`config.mk`:
```
export PLATFORM = sky130hd
export DESIGN_NAME = btn_debounce_flat
export DESIGN_NICKNAME = d
export VERILOG_FILES = /design/src/rtl/btn_debounce_if.sv /design/src/rtl/btn_debounce.sv /design/src/flat_wrapper.sv
export SDC_FILE = /design/constraint.sdc
export NUM_CORES = 1
export LEC_CHECK = 0
export CAP_MARGIN = 20
export CELL_PAD_IN_SITES_DETAIL_PLACEMENT = 1
export CELL_PAD_IN_SITES_GLOBAL_PLACEMENT = 1
export CORE_ASPECT_RATIO = 2
export CORE_MARGIN = 2
export CORE_UTILIZATION = 50
export DETAILED_ROUTE_END_ITERATION = 8
export GPL_TIMING_DRIVEN = 0
export PLACE_DENSITY = 0.92
export SLEW_MARGIN = 20
export SYNTH_ARGS = -nofsm -noshare
export SYNTH_HDL_FRONTEND = slang
export SYNTH_SLANG_ARGS = --single-unit
```
`constraint.sdc`:
```
create_clock -name clk -period 6.5 [get_ports clk]
set_clock_uncertainty 0.15 [all_clocks]
set_input_delay 1.625 -clock clk [delete_from_list [all_inputs] [get_ports clk]]
set_output_delay 1.625 -clock clk [all_outputs]
set_load 0.05 [all_outputs]
```
`src/rtl/btn_debounce_if.sv`:
```
// Button conditioning bus: raw pins and CPU-side controls in, debounced state and events out.
// N_BTNS must match the btn_debounce instance it connects to.
interface btn_debounce_if #(
   parameter int N_BTNS = 5
);
   logic [N_BTNS-1:0] btns_raw;
   logic [N_BTNS-1:0] irq_mask;
   logic [N_BTNS-1:0] evt_clr;
   logic [N_BTNS-1:0] btns_level;
   logic [N_BTNS-1:0] btns_press;
   logic [N_BTNS-1:0] evt_pending;
   logic              irq;

   modport master (
      output btns_raw,
      output irq_mask,
      output evt_clr,
      input  btns_level,
      input  btns_press,
      input  evt_pending,
      input  irq
   );

   modport slave (
      input  btns_raw,
      input  irq_mask,
      input  evt_clr,
      output btns_level,
      output btns_press,
      output evt_pending,
      output irq
   );
endinterface

```
`src/rtl/btn_debounce.sv`:
```
// Per-channel two-flop synchroniser, stability timer and press-event logic
// feeding the CPU button register and its maskable interrupt.
module btn_debounce #(
   parameter int N_BTNS          = 5,
   parameter int DEBOUNCE_CYCLES = 1_000_000
) (
   input  logic            clk,
   input  logic            rst,
   btn_debounce_if.slave   bus
);
   localparam int             CNT_W    = $clog2(DEBOUNCE_CYCLES);
   localparam logic [CNT_W-1:0] CNT_LOAD = CNT_W'(DEBOUNCE_CYCLES - 1);

   logic [N_BTNS-1:0] s1;
   logic [N_BTNS-1:0] s2;
   logic [N_BTNS-1:0] level_q;
   logic [N_BTNS-1:0] press_q;
   logic [N_BTNS-1:0] pend_q;
   logic [N_BTNS-1:0] accept;

   always_ff @(posedge clk or negedge rst) begin
      if (!rst) begin
         s1 <= '0;
         s2 <= '0;
      end else begin
         s1 <= bus.btns_raw;
         s2 <= s1;
      end
   end

   // Timer holds the number of further disagreeing samples still needed; a
   // full reload means nothing has been counted yet.
   for (genvar i = 0; i < N_BTNS; i++) begin : g_chan
      logic [CNT_W-1:0] cnt_q;

      always_ff @(posedge clk or negedge rst) begin
         if (!rst) begin
            cnt_q <= CNT_LOAD;
         end else if ((s2[i] == level_q[i]) || (cnt_q == '0)) begin
            cnt_q <= CNT_LOAD;
         end else begin
            cnt_q <= cnt_q - CNT_W'(1);
         end
      end

      assign accept[i] = (s2[i] != level_q[i]) && (cnt_q == '0);
   end

   always_ff @(posedge clk or negedge rst) begin
      if (!rst) begin
         level_q <= '0;
         press_q <= '0;
         pend_q  <= '0;
      end else begin
         level_q <= level_q ^ accept;
         press_q <= accept & ~level_q;
         // A press landing on a clear strobe still sets the flag.
         pend_q  <= (pend_q & ~bus.evt_clr) | press_q;
      end
   end

   assign bus.btns_level  = level_q;
   assign bus.btns_press  = press_q;
   assign bus.evt_pending = pend_q;
   assign bus.irq         = |(pend_q & bus.irq_mask);
endmodule

```
`src/flat_wrapper.sv`:
```
// flat-port wrapper written by rule: the top's interface ports become plain ports
module btn_debounce_flat 
#(
   parameter int N_BTNS          = 5,
   parameter int DEBOUNCE_CYCLES = 1_000_000
)
  (clk, rst, bus_btns_raw, bus_irq_mask, bus_evt_clr, bus_btns_level, bus_btns_press, bus_evt_pending, bus_irq);
  btn_debounce_if #(.N_BTNS(N_BTNS)) bus_i ();
  input  logic clk;
  input  logic rst;
  input wire logic [$bits(bus_i.btns_raw)-1:0] bus_btns_raw;
  input wire logic [$bits(bus_i.irq_mask)-1:0] bus_irq_mask;
  input wire logic [$bits(bus_i.evt_clr)-1:0] bus_evt_clr;
  output wire logic [$bits(bus_i.btns_level)-1:0] bus_btns_level;
  output wire logic [$bits(bus_i.btns_press)-1:0] bus_btns_press;
  output wire logic [$bits(bus_i.evt_pending)-1:0] bus_evt_pending;
  output wire logic [$bits(bus_i.irq)-1:0] bus_irq;
  assign bus_i.btns_raw = bus_btns_raw;
  assign bus_i.irq_mask = bus_irq_mask;
  assign bus_i.evt_clr = bus_evt_clr;
  assign bus_btns_level = bus_i.btns_level;
  assign bus_btns_press = bus_i.btns_press;
  assign bus_evt_pending = bus_i.evt_pending;
  assign bus_irq = bus_i.irq;
  btn_debounce #(.N_BTNS(N_BTNS), .DEBOUNCE_CYCLES(DEBOUNCE_CYCLES)) u_core (.clk(clk), .rst(rst), .bus(bus_i));
endmodule
```
# Word-level counts from Yosys, hierarchy flattened
# Cells that the tools add are included.
[word_totals] register_bits=125 input_bits=17 output_inout_bits=16
[op_classes] add_sub_neg=5 eq_ne=10 n_mux=5 bitwise=7 n_reduce_logical=16
[ops] op="zero test 20 bit" n=5
[ops] op="two-way mux 20 bit" n=5
[ops] op="subtractor 20 x 1 -> 20 bit, second input constant" n=5
[ops] op="bitwise AND 5 bit" n=3
[ops] op="NOT 5 bit" n=2
[ops] op="== test 1 bit" n=5
[ops] op="logical AND 1 bit" n=5
[ops] op="logical OR 1 bit" n=5
[ops] op="!= test 1 bit" n=5
[ops] op="OR 5 bit" n=1
[ops] op="OR reduction 5 bit" n=1
[ops] op="XOR 5 bit" n=1

# Longest topological paths before layout
[depth] depth_word=3 ltp_mapped=7

# Worst setup path before layout
# OpenSTA, ideal clock, no wires.
[synth_timing] kind="input to output" from="input bus_irq_mask[0]" to="output bus_irq" t_arrival_ps=2271 path_slack_ps=2454 path_stages=2 path_buffers=0 cell_sequence="a222oi_1 -> nand2_1"
[synth_between] elab_chain_len=2
[synth_lines] element="from (decl)" line="flat_wrapper.sv:12" text="input wire logic [$bits(bus_i.irq_mask)-1:0] bus_irq_mask;"
[synth_lines] element="bitwise AND 5 bit" line="btn_debounce.sv:65" text="assign bus.irq = |(pend_q & bus.irq_mask);"
[synth_lines] element="OR reduction 5 bit" line="btn_debounce.sv:65"
[synth_lines] element="to (decl)" line="flat_wrapper.sv:17" text="output wire logic [$bits(bus_i.irq)-1:0] bus_irq;"
# No other way between the ends.

# Final worst setup path
# Ends and elaborated chain as after synthesis.

==> flow_metrics.env <==
export IMPL_drt_total_wl_microns=16020
export IMPL_drt_pass1_iter_count=4
export IMPL_die_h_microns=157.7
export IMPL_async_reset_ff_share_pct=100.0
export IMPL_cp_max_fo=1
export IMPL_ys_seq_area_share_pct=54.26
export IMPL_grt_pass1_vias=5234
export IMPL_fin_area_sq_mm=0.007059
export IMPL_vias=4706
export IMPL_rows=56
export IMPL_cts_num_sinks=125
export IMPL_yosys_most_used_dff="dfrtp_1"
export IMPL_synth_area_sq_mm=0.005903
export IMPL_ios=33
export IMPL_dp_hpwl_microns=10630
export IMPL_postCtsResizedCells=0
export IMPL_required_ns=4.72
export IMPL_run_status="finished, final reports clean"
export IMPL_drive_above_1_share_pct=18.94
export IMPL_yosysWarnings=0
export IMPL_fill_cells=1269
export IMPL_post_cts_buffers=0
export IMPL_worstPathArrival_ns=3.22
export IMPL_hold_violations=0
export IMPL_worstSetupPathType="primary input to output pin"
export IMPL_leakagePower_nw=2.791
export IMPL_finalCritPeriodShare_pct=76.90
export IMPL_root_buffer="clkbuf_16"
export IMPL_slew_headroom_pct=46.01
export IMPL_cts_buffers=17
export IMPL_tightest_slew_ns=0.8024
export IMPL_crit_family="buffers and inverters"
export IMPL_antennaDiodeCount=0
export IMPL_path_buf_inv=2
export IMPL_critPathMaxStageDelay_ns=0.72
export IMPL_power_density_mw_per_mm2=266.5
export IMPL_grt_pass1_wl_microns=26390
export IMPL_syn_inst=558
export IMPL_cts_max_level=4
export IMPL_globalRouteTotalUtil_pct=27.46
export IMPL_synth_seq_cells=125
export IMPL_fp_dieW_microns=80.83
export IMPL_port_buffers=32
export IMPL_crit_path_start_kind="primary input"
export IMPL_syn_avg_cell_area_sq_um=10.58
export IMPL_min_period_ns=4.999
export IMPL_via_per_inst=6.128
export IMPL_syn_nets=585
export IMPL_drt_antenna_violating_nets=0
export IMPL_clkLatencyLatePin_ns=0.42
export IMPL_cts_buffer_depth=2
export IMPL_finalSetupViolCount=0
export IMPL_syn2layout_area_growth_pct=19.58
export IMPL_fmax_mhz=200.1
export IMPL_holdWs_ns=0.1974
export IMPL_drc=0
export IMPL_end_kind="output pin"
export IMPL_synth_edff_count=0
export IMPL_fin_nets=637
export IMPL_max_cap_viol_count=0
export IMPL_gp_routability_congestion=0.7958
export IMPL_worst_path_most_repeated_cell="clkdlybuf4s50_1"
export IMPL_grt_overflow=0
export IMPL_avgRoutedWirePerCell_microns=20.86
export IMPL_cp_cell_sequence="clkdlybuf4s50_1, a222oi_1, nand2_1, clkdlybuf4s50_1"
export IMPL_hold_buffers=0
export IMPL_cts_tree="done"
export IMPL_slowest_stage="clkdlybuf4s50_1"
export IMPL_drv_slew=0
export IMPL_grt_max_degree=64
export IMPL_total_power_w=0.001882
export IMPL_start_util_pct=50.75
export IMPL_die_area_sq_mm=0.01274
export IMPL_path_clk_slew_ns=0.05
export IMPL_yosysUniqueCellTypes=48
export IMPL_rsz0062_at_grt="no"
export IMPL_coreArea_sq_mm=0.01163
export IMPL_placed_cell_area_sq_mm=0.006434
export IMPL_min_path_type="flip-flop to flip-flop"
export IMPL_antenna_found_initial=0
export IMPL_dr_first_iter_drc_count=180
export IMPL_peakVddDrop_uv=206.4
-- placed cells by master (no fill, tap or decap), drive strengths merged, types with 2 or more instances in the layout --
master	count
a21o	5
a21oi	15
a31o	3
a31oi	5
and3	2
and4	2
buf	6
bufinv	4
clkbuf	35
clkdlybuf4s50	31
clkinv	3
dfrtp	65
dfstp	60
ha	10
inv	19
mux2	4
nand2	39
nand2b	4
nand3	36
nand3b	3
nand4	6
nand4b	3
nor2	47
nor2b	2
nor3	13
nor3b	5
nor4	20
o21ai	25
o31ai	18
o41ai	3
or2	8
or3	26
or3b	3
or4	30
or4b	3
xnor2	30
xor2	21
-- layer usage --
layer	track usage (%)	up-vias	part of all wire, %
li1	-	2125	-
met1	28.02	2416	35
met2	51.20	126	59
met3	5.644	39	3.7
met4	13.56	0	2.6
met5	0	-	0
-- sequential cells by signal (all words and copies together) (netlist names), named ones only --
signal / count
u_core.bus.btns_press: 5
u_core.bus.evt_pending: 5
u_core.s2: 5
u_core.g_chan.cnt_q: 100
u_core.s1: 5
-- Yosys cell counts (2+ instances only) --
| master | n | share of area, % |
|---|---|---|
| and3_1 | 2 | 0.21 |
| mux2_2 | 4 | 0.76 |
| o41ai_1 | 3 | 0.45 |
| and4_1 | 2 | 0.30 |
| nand3b_1 | 3 | 0.38 |
| nor3b_1 | 5 | 0.64 |
| nor4_1 | 17 | 1.8 |
| dfstp_2 | 60 | 27 |
| o31ai_1 | 18 | 2.3 |
| inv_1 | 19 | 1.2 |
| a31oi_1 | 5 | 0.53 |
| dfrtp_1 | 65 | 28 |
| a21o_1 | 5 | 0.64 |
| buf_1 | 2 | 0.13 |
| nor2_1 | 47 | 3.0 |
| a31o_2 | 3 | 0.45 |
| xnor2_1 | 30 | 4.5 |
| or3b_2 | 3 | 0.45 |
| nand2b_1 | 4 | 0.42 |
| nand4_1 | 6 | 0.64 |
| xor2_1 | 21 | 3.1 |
| or4_4 | 2 | 0.38 |
| ha_1 | 10 | 2.1 |
| o21ai_0 | 24 | 2.0 |
| nor3_1 | 13 | 1.1 |
| or3_1 | 26 | 2.8 |
| clkbuf_1 | 10 | 0.64 |
| a21oi_1 | 15 | 1.3 |
| or4b_2 | 3 | 0.51 |
| buf_2 | 2 | 0.17 |
| or4_1 | 28 | 3.6 |
| nor2b_1 | 2 | 0.21 |
| nand4b_1 | 3 | 0.45 |
| or2_2 | 8 | 0.85 |
| nand3_1 | 36 | 3.1 |
| nand2_1 | 39 | 2.5 |
| nor4_4 | 2 | 0.72 |
-- per-stage QoR --
stage | TNS (ns) | util, % | std cells | worst slack (ns)
2_1_floorplan | 0 | - | 558 | 2.454
3_3_place_gp | -62.50 | 55.07 | 735 | -0.9697
3_5_place_dp | 0 | 55.31 | 736 | 1.476
4_1_cts | 0 | 60.65 | 768 | 1.481
5_1_grt | 0 | 60.69 | 768 | 1.446
6_report | 0 | 60.69 | 768 | 1.501
-- kinds of logic after synthesis --
| kind of cell | Yosys count | share of synthesized area [%] |
|---|---|---|
| xor gates and xnor gates | 51 | 7.567 |
| muxes | 4 | 0.7630 |
| and+or+nand+nor | 256 | 24.71 |
| buffers and inverters | 33 | 2.141 |
| adders and majority gates | 10 | 2.120 |
| DFF | 125 | 54.26 |
| AOI/OAI and AO/OA | 79 | 8.436 |
-- worst register-to-register path: cells and delay by family (launching register included) --
family                   cells  cell delay (ns)
AO/OA/AOI/OAI                1             0.17
adder cells (fa/ha/maj)      1             0.20
buffers and inverters        2             0.32
flip-flops                   1             0.38
AND/OR/NAND/NOR              3             1.50
-- path summary, 6_finish.rpt --
kind	from	end	slack (ns)	cells after the start
max in group asynchronous	rst	u_core.g_chan[0].cnt_q[5]	4.40	2
worst min-delay path	u_core.s1[3]	u_core.s2[3]	0.20	0
min in group asynchronous	rst	u_core.g_chan[4].cnt_q[15]	1.03	1
worst max-delay path	bus_irq_mask[0]	bus_irq	1.50	4
worst min register to register	u_core.s1[3]	u_core.s2[3]	0.20	0
worst max register to register	u_core.g_chan[4].cnt_q[0]	u_core.g_chan[4].cnt_q[12]	3.71	7
-- power by group --
| part | switching [W] | internal, W | leakage [nW] |
|---|---|---|---|
| Clock | 0.000336 | 0.000671 | 0.305 |
| Sequential | 0.0000121 | 0.000797 | 1.52 |
| Combinational | 0.0000415 | 0.0000235 | 0.969 |
| Total | 0.000390 | 0.00149 | 2.79 |
-- final cells by class --
class | instances | area [sq um] | share of cell area, %
Sequential cell | 125 | 3203 | 45.37
Multi-Input combinational cell | 400 | 2579 | 36.53
Clock buffer | 25 | 485.5 | 6.877
Timing Repair Buffer | 33 | 349.1 | 4.945
Tap cell | 145 | 181.4 | 2.570
Clock inverter | 7 | 135.1 | 1.914
Inverter | 19 | 71.32 | 1.010
Buffer | 14 | 55.05 | 0.7799
Power figures use the tool's default switching activity.
